==> config.mk <==
export PLATFORM = sky130hd
export DESIGN_NAME = router_pkt_reader
export DESIGN_NICKNAME = d
export VERILOG_FILES = /design/src/rtl/router_pkt_reader.sv
export SDC_FILE = /design/constraint.sdc
export NUM_CORES = 1
export LEC_CHECK = 0
export ABC_CLOCK_PERIOD_IN_PS = 2200
export CAP_MARGIN = 20
export CORE_ASPECT_RATIO = 0.6
export CORE_MARGIN = 2
export CORE_UTILIZATION = 50
export DETAILED_ROUTE_END_ITERATION = 8
export GPL_ROUTABILITY_DRIVEN = 1
export HOLD_SLACK_MARGIN = 0.08
export PLACE_DENSITY = 0.75
export SETUP_SLACK_MARGIN = 0.5
export SLEW_MARGIN = 20
export SYNTH_ARGS = -nofsm -noshare
export SYNTH_HDL_FRONTEND = slang
export SYNTH_SLANG_ARGS = --single-unit
export TNS_END_PERCENT = 20
==> constraint.sdc <==
create_clock -name clock -period 2.2 [get_ports clock]
set_input_delay 0.44 -clock clock [delete_from_list [all_inputs] [get_ports clock]]
set_output_delay 0.44 -clock clock [all_outputs]
set_load 0.02 [all_outputs]
==> src/rtl/router_pkt_reader.sv <==
// router_pkt_reader: drains a packet FIFO one byte at a time, tracking framing and parity, with consumer timeout flush
module router_pkt_reader (
  input  logic       clock,
  input  logic       reset,
  input  logic       empty,
  input  logic [7:0] data_out,
  input  logic       read_in,
  output logic       fifo_read_enb,
  output logic       valid_out,
  output logic [7:0] data_o,
  output logic       sop_out,
  output logic       eop_out,
  output logic [1:0] dest_addr,
  output logic       pkt_done,
  output logic       parity_err,
  output logic       soft_reset_out,
  output logic       busy
);
  typedef enum logic [1:0] {IDLE, PAYLOAD, PARITY, FLUSH} state_t;
  state_t state, state_n;
  logic       pend, take;
  logic [5:0] len, cnt;
  logic [7:0] acc;
  logic [4:0] tcnt;
  always_comb begin
    take = valid_out & read_in;
    fifo_read_enb = !reset & !empty & !pend & (state != FLUSH) & (!valid_out | take);
    soft_reset_out = valid_out & !read_in & (tcnt == 5'd29);
    sop_out = valid_out & (state == IDLE);
    eop_out = valid_out & (state == PARITY);
    busy = (state != IDLE) | valid_out | pend;
    state_n = state;
    if (soft_reset_out) state_n = FLUSH;
    else if (state == FLUSH) state_n = IDLE;
    else if (take)
      state_n = state == IDLE    ? (data_o[7:2] != 6'd0 ? PAYLOAD : PARITY) :
                state == PAYLOAD ? (6'(cnt + 6'd1) == len ? PARITY : PAYLOAD) : IDLE;
  end
  always_ff @(posedge clock)
    state <= reset ? IDLE : state_n;
  always_ff @(posedge clock) begin
    if (reset) begin
      pend       <= 1'b0;
      valid_out  <= 1'b0;
      data_o     <= 8'h00;
      dest_addr  <= 2'b00;
      len        <= 6'd0;
      cnt        <= 6'd0;
      acc        <= 8'h00;
      tcnt       <= 5'd0;
      pkt_done   <= 1'b0;
      parity_err <= 1'b0;
    end else begin
      pkt_done   <= take & (state == PARITY);
      parity_err <= take & (state == PARITY) & (acc != data_o);
      // timeout edge and the flush cycle both discard everything in flight
      if (soft_reset_out | (state == FLUSH)) begin
        pend      <= 1'b0;
        valid_out <= 1'b0;
        cnt       <= 6'd0;
        acc       <= 8'h00;
        tcnt      <= 5'd0;
      end else begin
        pend <= fifo_read_enb;
        if (pend) begin
          data_o    <= data_out;
          valid_out <= 1'b1;
        end else if (take) valid_out <= 1'b0;
        tcnt <= (valid_out & !read_in) ? 5'(tcnt + 5'd1) : 5'd0;
        if (take & (state == IDLE)) begin
          len       <= data_o[7:2];
          dest_addr <= data_o[1:0];
          acc       <= data_o;
          cnt       <= 6'd0;
        end else if (take & (state == PAYLOAD)) begin
          acc <= acc ^ data_o;
          cnt <= 6'(cnt + 6'd1);
        end
      end
    end
  end
endmodule

==> metrics.yaml <==
worst_setup_path:
  reg2reg_depth: 9
  cp_slowest_cell: "clkdlybuf4s50_1"
  r2r-start: "tcnt[1]$_SDFF_PP0_"
  endpoint_kind: "primary output"
  critPathLaunchType: "register"
  crit_fanout: 6
  cpLargestDelayFamily: "buffers and inverters"
  crit_buf_inv: 1
  startpoint: "data_o[4]$_SDFFE_PP0P_"
  path_cells: "clkdlybuf4s50_1"
  crit_cells: 1
  slowest_delay_ps: 640
  critPathArrivalTime_ps: 1380
  path_class: "register to primary output"
  r2r-end: "data_o[5]$_SDFFE_PP0P_"
  r2r_slack_ps: 470
  required_ps: 1760
  endpoint: "data_o[4]"
floorplanning:
  pin_count: 30
  die_w_um: 84.1
  initial_core_util: 0.524
  row_count: 17
  core_area_um2: 3680
  die_h_um: 52.1
  die_area_um2: 4380
synth:
  ys_types: 39
  synth-main-ff-cell: "dfxtp_1"
  synth_seq_cells: 41
  synthMostInstantiatedCell: "nand2_1"
  yosys.area.top_type: "dfxtp_1"
  async_flop_share: 0
  synth_area_leaders: "dfxtp_1 43%, nand2_1 8.4%, nor2_1 6.8%"
  synth-edff-count: 0
  synth_nets: 247
  synth_area_um2: 1930
  netlist.area_leader.share: 0.426
  syn_inst: 232
  avgSynthCellArea_um2: 8.31
  synth_seq_area_share: 0.426
  synth_commonest_cells: "43 x nand2_1, 41 x dfxtp_1, 35 x nor2_1"
  ys_warn_count: 0
grt:
  grt_pass1_wl_um: 7050
  antenna_found_initial: 0
  grt_max_degree: 20
  grt_pass1_vias: 1541
  grt.overflow.total: 0
  grt_use_total: 0.209
final_layout:
  area_growth_pct: 29.7
  nets: 287
  fillCellCount: 321
  diodes: 0
  post-route-cell-area_um2: 2500
  drive_above_1_share: 0.150
sta:
  finClkSkew_ps: 6.46
  final.setup.tns_ps: 0
  setup_violations: 0
  worstMarginPinSlew_ps: 406
  period_share: 0.825
  fin_ws_ps: 384
  hold-worst-slack_ps: 445
  max_freq_mhz: 551
  rsz0062_at_grt: "true"
  final_hold_viol_count: 0
  period_needed_ps: 1820
  timing.slew.headroom: 0.727
  slew_viol_final: 0
clock_network:
  clk_latency_ps: 300
  htreeDepth: 2
  cts_root_buf: "clkbuf_8"
  cts_tree: "built"
  cts.clk_slew.worst_paths_ps: 80
  ctsHoldBuffers: 0
  cts_buffers: 5
  clock_sinks: 41
  clockBufferDepth: 2
placement:
  port_buffers: 29
  dp_slack_ps: -80.3
  hpwl_um: 2920
  placed_area_um2: 2330
  place_congestion: 0.868
status:
  status: "complete, no violations"
drt:
  firstDrtPassIters: 4
  num_vias: 1671
  ant_nets: 0
  route.detailed.drc: 0
  drt-total-wl_um: 4210
  drt_iter0_markers: 62
  wl_per_cell_um: 13.1
  viasPerCell: 5.22
power:
  vdd_drop_max_mv: 0.422
  power_density_nw_per_um2: 628
  p_leak_nw: 1.08
  totalPowerFinal_mw: 1.57
job:
  drv_cap: 0
min_path:
  min_path_type: "register to register"
-- registers in the layout, summed over array words and instances (netlist names), 2 cells and up --
name and flops:
acc 8, dest_addr 2, tcnt 5, data_o 8, len 6, state 2
cnt 6
-- stage by stage --
stage / std cells / utilization
finish: 320 / 0.679
floorplan: 232 / -
detailed placement: 310 / 0.632
global route: 320 / 0.679
CTS: 320 / 0.675
global placement: 310 / 0.632
-- final cells by class --
class	count	area, µm²	area share
clock inverter	2	37.5	0.0150
multi-input combinational	179	1080	0.432
inverter	3	11.3	0.00451
timing repair buffer	42	399	0.160
clock buffer	6	82.6	0.0330
sequential	41	830	0.332
tap	47	58.8	0.0235
-- layer usage --
| metal | share of wire | vias up | global-route usage | routed length (µm) |
|---|---|---|---|---|
| li1 | - | 856 | - | - |
| met1 | 0.51 | 771 | 0.287 | 2140 |
| met2 | 0.43 | 39 | 0.316 | 1800 |
| met3 | 0.054 | 5 | 0.0651 | 227 |
| met4 | 0.010 | 0 | 0.0645 | 42 |
| met5 | 0 | - | 0 | 0 |
-- where the power goes --
group          total (mW)  internal, mW  switching [mW]
logic               0.159        0.0782          0.0805
clock network       0.635         0.369           0.267
registers           0.774         0.754          0.0203
-- cells by family after synthesis --
| logic type | count (synthesis) | share of synthesized area |
|---|---|---|
| muxes | 8 | 0.0416 |
| DFF | 41 | 0.426 |
| adders and majority gates | 3 | 0.0195 |
| and+or+nand+nor | 111 | 0.264 |
| buffers and inverters | 12 | 0.0325 |
| AOI/OAI and AO/OA | 31 | 0.0987 |
| xor gates and xnor gates | 26 | 0.118 |
-- cells in the final DEF, fill, tap and decap left out, types with 2 or more instances in the layout --
cell type,count
a21oi_1,16
inv_1,3
a21boi_0,2
nor3_1,4
xor2_1,13
dfxtp_1,36
nand3_1,7
nor4_1,4
dlygate4sd2_1,4
nand2_1,43
ha_1,2
nor2b_1,2
and2_1,2
mux2i_1,8
clkbuf_8,6
or2_2,2
buf_4,13
clkdlybuf4s50_1,17
xnor2_1,13
o21ai_0,5
nand4_1,2
dfxtp_2,4
dlymetal6s2s_1,4
nor2_1,34
-- how the worst min path moves through the flow --
stage	start	endpoint	cells after the start
after global placement	dest_addr[0]$_SDFFE_PP0P_	dest_addr[0]$_SDFFE_PP0P_	2
after floorplan	tcnt[0]$_SDFF_PP0_	tcnt[0]$_SDFF_PP0_	1
after CTS	dest_addr[1]$_SDFFE_PP0P_	dest_addr[1]$_SDFFE_PP0P_	2
after detailed placement	dest_addr[1]$_SDFFE_PP0P_	dest_addr[1]$_SDFFE_PP0P_	2
after global routing	tcnt[0]$_SDFF_PP0_	tcnt[0]$_SDFF_PP0_	1
final	tcnt[0]$_SDFF_PP0_	tcnt[0]$_SDFF_PP0_	1
-- what timing repair did --
item | CTS | global route
pin swaps | 2 | 0
buffers inserted | 2 | 0
setup endpoints to repair | 33 | 40
resized for setup | 28 | 6
hold endpoints to repair | 0 | 0
(Power assumes the default switching activity.)
